===== src/rtl/wb_write_arbiter_pkg.sv =====
// wb_write_arbiter_pkg
// Shared widths, the aux queue entry record and the arbiter state encoding
// used by the write-back arbiter, its aux queue and its bus interface.
package wb_write_arbiter_pkg;

  localparam int DATA_W = 16;
  localparam int ADDR_W = 3;

  // One buffered second-destination write. valid drops when a younger
  // pipeline write to the same register makes the entry obsolete.
  typedef struct packed {
    logic [ADDR_W-1:0] rd;
    logic [DATA_W-1:0] data;
    logic              valid;
  } wb_entry_t;

  typedef enum logic {
    ST_NORMAL = 1'b0,
    ST_FORCE  = 1'b1
  } arb_state_t;

endpackage


===== src/rtl/wb_write_arbiter_if.sv =====
// wb_write_arbiter_if
// Bundles the MEM/WB slot, the aux requester, the register-file write port,
// the output port and the stall back to the pipeline.
//   slave  : the arbiter side (takes pipeline/aux inputs, drives RF/port/stall)
//   master : the surrounding pipeline side
interface wb_write_arbiter_if;
  import wb_write_arbiter_pkg::*;

  logic              p_valid;
  logic [DATA_W-1:0] p_load;
  logic [DATA_W-1:0] p_result;
  logic              p_wb_sel;
  logic              p_reg_write;
  logic              p_port_write;
  logic [ADDR_W-1:0] p_rd;

  logic              a_valid;
  logic [DATA_W-1:0] a_data;
  logic [ADDR_W-1:0] a_rd;
  logic              a_ready;

  logic              rf_we;
  logic [ADDR_W-1:0] rf_waddr;
  logic [DATA_W-1:0] rf_wdata;

  logic [DATA_W-1:0] out_port;
  logic              out_port_strobe;
  logic              stall;

  modport slave (
    input  p_valid, p_load, p_result, p_wb_sel, p_reg_write, p_port_write, p_rd,
    input  a_valid, a_data, a_rd,
    output a_ready, rf_we, rf_waddr, rf_wdata, out_port, out_port_strobe, stall
  );

  modport master (
    output p_valid, p_load, p_result, p_wb_sel, p_reg_write, p_port_write, p_rd,
    output a_valid, a_data, a_rd,
    input  a_ready, rf_we, rf_waddr, rf_wdata, out_port, out_port_strobe, stall
  );

endinterface


===== src/rtl/wb_write_arbiter_aux_fifo.sv =====
// wb_aux_fifo
// Small FIFO of aux register writes with per-entry valid bits.
//   push/push_rd/push_data : enqueue (caller guarantees ~full)
//   pop                    : consume the head (caller guarantees head_valid)
//   squash_en/squash_rd    : invalidate every stored entry targeting squash_rd
//   full, head_valid, head_rd, head_data : queue status and head contents
// An invalidated entry that reaches the head is discarded on its own, without
// the caller seeing it; until then it keeps its slot.
module wb_aux_fifo
  import wb_write_arbiter_pkg::*;
#(
  parameter int QDEPTH = 2
) (
  input  logic              clk,
  input  logic              rst,
  input  logic              push,
  input  logic [ADDR_W-1:0] push_rd,
  input  logic [DATA_W-1:0] push_data,
  input  logic              pop,
  input  logic              squash_en,
  input  logic [ADDR_W-1:0] squash_rd,
  output logic              full,
  output logic              head_valid,
  output logic [ADDR_W-1:0] head_rd,
  output logic [DATA_W-1:0] head_data
);

  localparam int PTR_W = $clog2(QDEPTH);
  localparam int CNT_W = PTR_W + 1;

  wb_entry_t        mem [QDEPTH];
  logic [PTR_W-1:0] rd_ptr;
  logic [PTR_W-1:0] wr_ptr;
  logic [CNT_W-1:0] count;
  logic             non_empty;
  logic             drop;
  logic             advance;

  assign non_empty  = (count != '0);
  assign full       = (count == CNT_W'(QDEPTH));
  assign head_valid = non_empty & mem[rd_ptr].valid;
  assign head_rd    = mem[rd_ptr].rd;
  assign head_data  = mem[rd_ptr].data;
  // A squashed head leaves silently the cycle after it was invalidated.
  assign drop       = non_empty & ~mem[rd_ptr].valid;
  assign advance    = pop | drop;

  // Storage, pointers and occupancy. The squash loop runs before the push so
  // a freshly written slot always ends up valid.
  always_ff @(posedge clk or posedge rst) begin
    if (rst) begin
      rd_ptr <= '0;
      wr_ptr <= '0;
      count  <= '0;
      for (int i = 0; i < QDEPTH; i++) begin
        mem[i] <= '0;
      end
    end else begin
      for (int i = 0; i < QDEPTH; i++) begin
        if (squash_en && (mem[i].rd == squash_rd)) begin
          mem[i].valid <= 1'b0;
        end
      end
      if (push) begin
        mem[wr_ptr] <= '{rd: push_rd, data: push_data, valid: 1'b1};
        wr_ptr      <= wr_ptr + PTR_W'(1);
      end
      if (advance) begin
        rd_ptr <= rd_ptr + PTR_W'(1);
      end
      case ({push, advance})
        2'b10:   count <= count + CNT_W'(1);
        2'b01:   count <= count - CNT_W'(1);
        default: count <= count;
      endcase
    end
  end

endmodule


===== src/rtl/wb_write_arbiter.sv =====
// wb_write_arbiter
// End-of-pipeline owner of the single register-file write port and the
// registered output port.
//   clk, rst : clock and asynchronous active-high reset
//   bus      : slave side of wb_write_arbiter_if (MEM/WB slot, aux requests,
//              RF write port, output port + strobe, stall)
// The pipeline normally wins the RF port; buffered aux writes fill idle
// cycles. A head that waits STARVE_MAX cycles earns one forced write cycle
// during which the pipeline is stalled.
module wb_write_arbiter
  import wb_write_arbiter_pkg::*;
#(
  parameter int QDEPTH     = 2,
  parameter int STARVE_MAX = 4
) (
  input  logic              clk,
  input  logic              rst,
  wb_write_arbiter_if.slave bus
);

  localparam int               AGE_W   = $clog2(STARVE_MAX + 1);
  localparam logic [AGE_W-1:0] AGE_MAX = AGE_W'(STARVE_MAX);

  arb_state_t        state;
  arb_state_t        state_next;
  logic [AGE_W-1:0]  age;
  logic              stall_q;
  logic              pw;
  logic              port_wr;
  logic              aux_push;
  logic              aux_full;
  logic              head_valid;
  logic [ADDR_W-1:0] head_rd;
  logic [DATA_W-1:0] head_data;
  logic [DATA_W-1:0] wb_data;
  logic              pop;
  logic              squash_head;
  logic              starving;

  // Stall comes straight from the state register so no input reaches it.
  assign stall_q = (state == ST_FORCE);
  assign wb_data = bus.p_wb_sel ? bus.p_load : bus.p_result;
  assign pw      = bus.p_valid & bus.p_reg_write & ~bus.p_port_write & ~stall_q;
  assign port_wr = bus.p_valid & bus.p_port_write & ~stall_q;

  // Aux writes are program-older than the retiring instruction, so a request
  // to the register being written now is accepted but thrown away.
  assign bus.a_ready = ~aux_full;
  assign aux_push    = bus.a_valid & ~aux_full & ~(pw & (bus.a_rd == bus.p_rd));

  assign squash_head = pw & head_valid & (head_rd == bus.p_rd);
  assign starving    = head_valid & ~pop & ~squash_head;

  wb_aux_fifo #(
    .QDEPTH (QDEPTH)
  ) u_aux_fifo (
    .clk        (clk),
    .rst        (rst),
    .push       (aux_push),
    .push_rd    (bus.a_rd),
    .push_data  (bus.a_data),
    .pop        (pop),
    .squash_en  (pw),
    .squash_rd  (bus.p_rd),
    .full       (aux_full),
    .head_valid (head_valid),
    .head_rd    (head_rd),
    .head_data  (head_data)
  );

  always_ff @(posedge clk or posedge rst) begin
    if (rst) begin
      state <= ST_NORMAL;
    end else begin
      state <= state_next;
    end
  end

  // FORCE is entered only if the starved head is still waiting this cycle,
  // which guarantees the forced cycle has a valid head to write.
  always_comb begin
    state_next = state;
    case (state)
      ST_NORMAL: if ((age == AGE_MAX) && starving) state_next = ST_FORCE;
      ST_FORCE:  state_next = ST_NORMAL;
      default:   state_next = ST_NORMAL;
    endcase
  end

  // RF port arbitration: forced head, then pipeline, then any waiting head.
  always_comb begin
    bus.stall    = stall_q;
    bus.rf_we    = 1'b0;
    bus.rf_waddr = '0;
    bus.rf_wdata = '0;
    pop          = 1'b0;
    if (stall_q) begin
      bus.rf_we    = head_valid;
      bus.rf_waddr = head_rd;
      bus.rf_wdata = head_data;
      pop          = head_valid;
    end else if (pw) begin
      bus.rf_we    = 1'b1;
      bus.rf_waddr = bus.p_rd;
      bus.rf_wdata = wb_data;
    end else if (head_valid) begin
      bus.rf_we    = 1'b1;
      bus.rf_waddr = head_rd;
      bus.rf_wdata = head_data;
      pop          = 1'b1;
    end
  end

  // Age of the current head; restarts whenever the head changes or leaves.
  always_ff @(posedge clk or posedge rst) begin
    if (rst) begin
      age <= '0;
    end else if (!starving) begin
      age <= '0;
    end else if (age != AGE_MAX) begin
      age <= age + AGE_W'(1);
    end
  end

  // Output port register and its one-cycle update strobe.
  always_ff @(posedge clk or posedge rst) begin
    if (rst) begin
      bus.out_port        <= '0;
      bus.out_port_strobe <= 1'b0;
    end else begin
      bus.out_port_strobe <= port_wr;
      if (port_wr) begin
        bus.out_port <= wb_data;
      end
    end
  end

endmodule


===== src/flat_wrapper.sv =====
// flat-port wrapper written by rule: the top's interface ports become plain ports
module wb_write_arbiter_flat import wb_write_arbiter_pkg::*;
#(
  parameter int QDEPTH     = 2,
  parameter int STARVE_MAX = 4
)
  (clk, rst, bus_p_valid, bus_p_load, bus_p_result, bus_p_wb_sel, bus_p_reg_write, bus_p_port_write, bus_p_rd, bus_a_valid, bus_a_data, bus_a_rd, bus_a_ready, bus_rf_we, bus_rf_waddr, bus_rf_wdata, bus_out_port, bus_out_port_strobe, bus_stall);
  wb_write_arbiter_if bus_i ();
  input  logic clk;
  input  logic rst;
  input wire logic [$bits(bus_i.p_valid)-1:0] bus_p_valid;
  input wire logic [$bits(bus_i.p_load)-1:0] bus_p_load;
  input wire logic [$bits(bus_i.p_result)-1:0] bus_p_result;
  input wire logic [$bits(bus_i.p_wb_sel)-1:0] bus_p_wb_sel;
  input wire logic [$bits(bus_i.p_reg_write)-1:0] bus_p_reg_write;
  input wire logic [$bits(bus_i.p_port_write)-1:0] bus_p_port_write;
  input wire logic [$bits(bus_i.p_rd)-1:0] bus_p_rd;
  input wire logic [$bits(bus_i.a_valid)-1:0] bus_a_valid;
  input wire logic [$bits(bus_i.a_data)-1:0] bus_a_data;
  input wire logic [$bits(bus_i.a_rd)-1:0] bus_a_rd;
  output wire logic [$bits(bus_i.a_ready)-1:0] bus_a_ready;
  output wire logic [$bits(bus_i.rf_we)-1:0] bus_rf_we;
  output wire logic [$bits(bus_i.rf_waddr)-1:0] bus_rf_waddr;
  output wire logic [$bits(bus_i.rf_wdata)-1:0] bus_rf_wdata;
  output wire logic [$bits(bus_i.out_port)-1:0] bus_out_port;
  output wire logic [$bits(bus_i.out_port_strobe)-1:0] bus_out_port_strobe;
  output wire logic [$bits(bus_i.stall)-1:0] bus_stall;
  assign bus_i.p_valid = bus_p_valid;
  assign bus_i.p_load = bus_p_load;
  assign bus_i.p_result = bus_p_result;
  assign bus_i.p_wb_sel = bus_p_wb_sel;
  assign bus_i.p_reg_write = bus_p_reg_write;
  assign bus_i.p_port_write = bus_p_port_write;
  assign bus_i.p_rd = bus_p_rd;
  assign bus_i.a_valid = bus_a_valid;
  assign bus_i.a_data = bus_a_data;
  assign bus_i.a_rd = bus_a_rd;
  assign bus_a_ready = bus_i.a_ready;
  assign bus_rf_we = bus_i.rf_we;
  assign bus_rf_waddr = bus_i.rf_waddr;
  assign bus_rf_wdata = bus_i.rf_wdata;
  assign bus_out_port = bus_i.out_port;
  assign bus_out_port_strobe = bus_i.out_port_strobe;
  assign bus_stall = bus_i.stall;
  wb_write_arbiter #(.QDEPTH(QDEPTH), .STARVE_MAX(STARVE_MAX)) u_core (.clk(clk), .rst(rst), .bus(bus_i));
endmodule

===== config.mk =====
export PLATFORM = sky130hd
export DESIGN_NAME = wb_write_arbiter_flat
export DESIGN_NICKNAME = d
export VERILOG_FILES = /design/src/rtl/wb_write_arbiter_pkg.sv /design/src/rtl/wb_write_arbiter_if.sv /design/src/rtl/wb_write_arbiter_aux_fifo.sv /design/src/rtl/wb_write_arbiter.sv /design/src/flat_wrapper.sv
export SDC_FILE = /design/constraint.sdc
export NUM_CORES = 1
export LEC_CHECK = 0
export ABC_AREA = 0
export ABC_CLOCK_PERIOD_IN_PS = 1900
export BUFFER_PORTS_ARGS = -buffer_cell sky130_fd_sc_hd__buf_2
export CAP_MARGIN = 10
export CORE_ASPECT_RATIO = 1.4
export CORE_MARGIN = 8
export CORE_UTILIZATION = 47
export DETAILED_ROUTE_END_ITERATION = 7
export PLACE_DENSITY = 0.77
export SLEW_MARGIN = 20
export SYNTH_ARGS = -nofsm -noshare
export SYNTH_HDL_FRONTEND = slang
export SYNTH_SLANG_ARGS = --single-unit
export TNS_END_PERCENT = 100

===== constraint.sdc =====
create_clock -name clk -period 1.9 [get_ports clk]
set_input_delay 0.38 -clock clk [delete_from_list [all_inputs] [get_ports clk]]
set_output_delay 0.38 -clock clk [all_outputs]
set_load 0.01 [all_outputs]

# ---- Word level (Yosys, flattened, before mapping)
# Cells that the tools add are included.
# W data, S select, Z words.
dict set report classes {
  add_sub_neg 5
  multipliers 0
  n_div 0
  order_cmp 3
  n_eq_ne 10
  shift 0
  n_mux 26
  bitwise_logic 24
  reduce_logical 6
}
# operator n
set ops {}
lappend ops {{$mux W20} 4}
lappend ops {{$mux W16} 4}
lappend ops {{$bwmux W40} 1}
lappend ops {{$mux W21} 1}
lappend ops {{$demux W20 S1} 1}
lappend ops {{$mux W3} 5}
lappend ops {{$and A1 B1 Y1} 14}
lappend ops {{$eq A3 B3 Y1} 4}
lappend ops {{$mux W1} 8}
lappend ops {{$not A1 Y1} 7}
lappend ops {{$eq A2 B2 Y1 const B} 2}
lappend ops {{$ge A2 B2 Y1 const B} 2}
lappend ops {{$logic_and A1 B1 Y1} 4}
lappend ops {{$not A1 Y2} 2}
lappend ops {{$pmux W2 S2} 1}
lappend ops {{$reduce_bool A2 Y1} 2}
lappend ops {{$add A3 B1 Y3 const B} 1}
lappend ops {{$eq A3 B3 Y1 const B} 1}
lappend ops {{$ne A3 B3 Y1 const B} 1}
lappend ops {{$add A1 B1 Y1 const B} 2}
lappend ops {{$add A2 B1 Y2 const B} 1}
lappend ops {{$eq A2 B1 Y1 const B} 1}
lappend ops {{$lt A2 B1 Y1 const B} 1}
lappend ops {{$ne A2 B2 Y1 const B} 1}
lappend ops {{3 further kinds} 3}
dict set report word_totals {
  reg_bits 65
  latch_bits 0
  mem_bits_rw 0
  rom_bits 0
  input_bits 61
  word_cells 87
  memories 0
}

# ---- Longest topological paths before layout
dict set report depth {
  ltp_word 14
  ltp_mapped 8
  mapped_depth_nobuf 7
}

# ---- Modules after synthesis
# From an unflattened synthesis, not the netlist that was laid out.
dict set report hier_totals {
  cells_unflattened 289
  hier_area_um2 3472.1
}
# mod n_inst cells_each area_per_inst_um2
set by_module_without_submodules {}
lappend by_module_without_submodules {wb_aux_fifo 1 136 2115.8}
lappend by_module_without_submodules {wb_write_arbiter 1 153 1356.3}

# ---- Least setup slack after synthesis
# OpenSTA, ideal clock, no wires.
dict set report synth_path {
  kind {reg-to-output}
  startpoint {register u_core.u_aux_fifo.rd_ptr}
  endpoint {output bus_rf_wdata[13]}
  arrival_ns 1.345
  slack_ns 0.175
  stages_incl_launch_ff 7
  path_buffers 2
  path_cell_list {dfrtp_1 mux2_4 o21ai_2 a21o_1 buf_6 buf_6 o22ai_1}
}
dict set report synth_between {
  elab_chain_len 8
}
# element line
set synth_lines {}
lappend synth_lines {{start, declared} wb_write_arbiter_aux_fifo.sv:32} ;# logic [PTR_W-1:0] rd_ptr;
lappend synth_lines {{start signal, assigned} wb_write_arbiter_aux_fifo.sv:69} ;# rd_ptr <= rd_ptr + PTR_W'(1);
lappend synth_lines {{$not A1 Y2 (not written as such) *} {wb_write_arbiter_aux_fifo.sv:41, wb_write_arbiter_aux_fifo.sv:43}}
lappend synth_lines {{$mux W20 (not written as such) * (3 in series)} wb_write_arbiter_aux_fifo.sv:41} ;# assign head_valid = non_empty & mem[rd_ptr].valid;
lappend synth_lines {{$and A1 B1 Y1} wb_write_arbiter_aux_fifo.sv:41}
lappend synth_lines {{$mux W16} wb_write_arbiter.sv:106} ;# end else if (head_valid) begin
lappend synth_lines {{$mux W16} wb_write_arbiter.sv:102} ;# end else if (pw) begin
lappend synth_lines {{$mux W16 *} wb_write_arbiter.sv:97} ;# if (stall_q) begin
lappend synth_lines {{end, declared} flat_wrapper.sv:24} ;# output wire logic [$bits(bus_i.rf_wdata)-1:0] bus_rf_wdata;
# Every way passes the cells marked *; elsewhere a longest branch is shown, timed or not. The select of a mux whose other input is x is not followed.

# ---- Worst setup path in the final report
dict set report layout_path {
  startpoint {register u_core.u_aux_fifo.rd_ptr}
  endpoint {output bus_rf_wdata[5]}
}
# The elaborated chain is that of the path after synthesis.

==> impl_metrics.toml <==
[grt]
grt_usage_pct = 16.7
grt_antenna_before_repair = 0
grt_pass1_wl_mm = 13.2
overflow = 0
grt_max_degree = 34
grt_pass1_vias = 2699

[power]
internal_power_w = 0.00457
power_density_nw_per_um2 = 1630
seq_power_share_pct = 32.3
switchingPower_w = 0.00254
pwr-share-clk_pct = 16.4
switching_share_pct = 35.7
power.total_w = 0.00711
ir_worst_vdd_mv = 0.992
power_leakage_nw = 2.24
combPwrFrac_pct = 51.3

[synth]
yosysUniqueCellTypes = 29
synth_fp_nets = 329
synthTopCellsByArea = "dfrtp_1, mux2_4, mux2i_1, o21ai_0, o22ai_1"
synth_edf_count = 0
synth-xor-area-share_pct = 4.65
synth_area_leader_cell = "dfrtp_1"
async_reset_ff_share_pct = 100
netlist_area_um2 = 3390
synthAdderAreaFrac_pct = 1.11
yosysSeqAreaShare_pct = 47.9
synth.avg_cell_area_um2 = 12.8
yosys_warnings = 0
synth_top_cell_area_share_pct = 47.9
synthSimpleGateAreaFrac_pct = 6.64
synth_seq_cells = 65
synthFlopType = "dfrtp_1"
muxShareOfSynthArea_pct = 27.9
synthCells = 265
synth_compound_area_share_pct = 7.04
synth_top_family_by_area = "multiplexers"

[timing]
final_hold_viol_count = 0
fin_crit_sh_pct = 111
slew_headroom_pct = 75.5
period_needed_ps = 2110
whs_ps = 18.3
fmax_mhz = 474
fin_worst_skew_ps = 12.6
finalWorstSetupSlack_ps = -209
rsz0062_at_grt = "yes"
setup_violations = 19
worstMarginPinSlew_ps = 363
slew_violations = 0

[die]
core_area_um2 = 6980
start_util_pct = 48.6
ioPinCount = 100
die_area_um2 = 10200
core.rowCount = 36
fp.dieW_um = 87.8
die_y_um = 117

[critical_path]
critical_path_required_ps = 1520
reg2reg_from = "u_core.u_aux_fifo.rd_ptr"
startpoint = "u_core.u_aux_fifo.rd_ptr"
endpoint_kind = "primary output"
rr_endpoint = "u_core.age[2]"
cp_max_fo = 5
worstSetupStartpointType = "flop"
cp.arrival_ps = 1730
reg2reg_slack_ps = 80
worstSetupPathType = "reg -> out"
reg2reg_depth = 5

[status]
outcome = "finished, violations left"
violations = "negative setup slack"

[clocking]
cts.clk_slew.worst_paths_ps = 80
cts_max_level = 3
cts_setup_buffers = 0
root_buffer = "clkbuf_8"
cts_tree = "done"
clock_latency_ps = 340
cts-buffers-inserted = 9
clk_path_buf_depth = 2
cts.sinks = 65
cts_hold_buf = 0

[route]
drc_errors = 0
wl_mm = 8.56
drt_iter0_drc = 97
wl_per_cell_um = 18.1
vias = 2436
viasPerCell = 5.15
postRouteAntennaNets = 0
dr.pass1.iters = 4

[layout]
syn_to_final_growth_pct = 28.5
num_antenna_cells = 0
drive_gt1_share_pct = 49.2
nets = 437

[flow_run]
cap_violations = 0

[place]
place.gp.congestion = 0.784
dp_hpwl_mm = 6.26
place.port_buffers = 99
preCtsSetupSlack_ps = 31.2

[min_path]
holdCritPathClass = "in -> async"
-- kinds of logic after synthesis --
logic type / count (synthesis)
AOI/OAI and AO/OA: 41
DFF: 65
xor gates and xnor gates: 18
adders and majority gates: 3
and+or+nand+nor: 39
muxes: 75
buffers and inverters: 24
-- power by group through the flow --
stage | clock network [W] | registers (W) | logic (W)
finish | 0.00116 | 0.00230 | 0.00365
CTS | 0.00118 | 0.00228 | 0.00333
global route | 0.00124 | 0.00236 | 0.00389
detailed placement | 0 | 0.00231 | 0.00331
global placement | 0 | 0.00227 | 0.00324
floorplan | 0 | 0.00223 | 0.00235
-- timing repair --
action,4_1_cts,5_1_grt
endpoints found under the setup margin,19,20
cloned,0,2
pin swaps,1,1
endpoints found under the hold margin,0,0
gates resized for setup,2,14
-- final cells by class --
cell class / count / area, um2
clock buffer: 13 / 149
clock inverter: 3 / 40.0
fill: 545 / 2620
inverter: 6 / 26.3
multi-input combinational: 176 / 1680
sequential: 65 / 1630
tap: 95 / 119
timing repair buffer: 115 / 724
-- worst max path at each step --
stage / endpoint / slack (ps) / cells after the start
after floorplan: bus_rf_wdata[13] / 170 / 6
final: bus_rf_wdata[5] / -210 / 6
after global routing: bus_rf_wdata[5] / -270 / 6
after detailed placement: u_core.u_aux_fifo.count[1] / 30 / 7
after global placement: bus_rf_waddr[0] / 100 / 6
after CTS: bus_rf_wdata[12] / -220 / 6
-- layout by cell type, fill, tap and decap left out, drive strengths merged --
master    instances
a21o              1
a21oi             1
and4bb            1
buf             114
bufinv            1
clkbuf           14
clkinv            2
clkinvlp          1
dfrtp            65
ha                3
inv               5
mux2             39
mux2i            36
nand2            23
nand3             2
nand3b            1
nand4             3
nand4b            1
nor2              2
nor3              1
nor4              4
o21ai            21
o22ai            16
o41ai             2
or2b              1
xnor2            10
xor2              8
-- stage by stage --
stage | std cells | area, um2 | util [%] | TNS, ps
2_1_floorplan | 265 | 3400 | - | 0
3_3_place_gp | 455 | 4070 | 58.2 | 0
3_5_place_dp | 455 | 4070 | 58.2 | 0
4_1_cts | 471 | 4250 | 60.9 | -3810
5_1_grt | 473 | 4360 | 62.5 | -4870
6_report | 473 | 4360 | 62.5 | -3450
-- flip-flops by register name (all words and copies together), names as in the netlist --
name / flops
u_core.bus.out_port_strobe: 1
u_core.u_aux_fifo.count: 2
u_core.bus.stall: 1
u_core.age: 3
u_core.u_aux_fifo.mem: 40
u_core.u_aux_fifo.wr_ptr: 1
u_core.bus.out_port: 16
u_core.u_aux_fifo.rd_ptr: 1
-- metal layers --
layer	share of wire, %	vias to the layer above	GRT usage (%)
met5	0	-	0
met4	2.5	0	8.06
met3	5.4	18	3.73
met2	52	79	28.9
met1	40	1174	18.9
li1	-	1165	-
-- worst max-delay path, cell delays in order (launching register included) --
cell and delay, ps:
dfrtp_1 400, mux2_4 220, o21ai_2 60, a21o_4 250, clkbuf_16 170, o22ai_1 120, buf_2 160
-- synthesized netlist by cell type, types with 2 or more instances --
cell	number
nand2_1	23
buf_2	3
mux2_4	39
dfrtp_1	65
o21ai_0	20
o22ai_1	16
xnor2_1	10
clkbuf_1	5
nand3_1	2
inv_1	6
nor2_1	2
nor4_1	4
buf_6	8
xor2_1	8
mux2i_1	36
o41ai_1	2
buf_4	2
ha_1	3
Note: power is estimated with default switching activity, not from simulation.
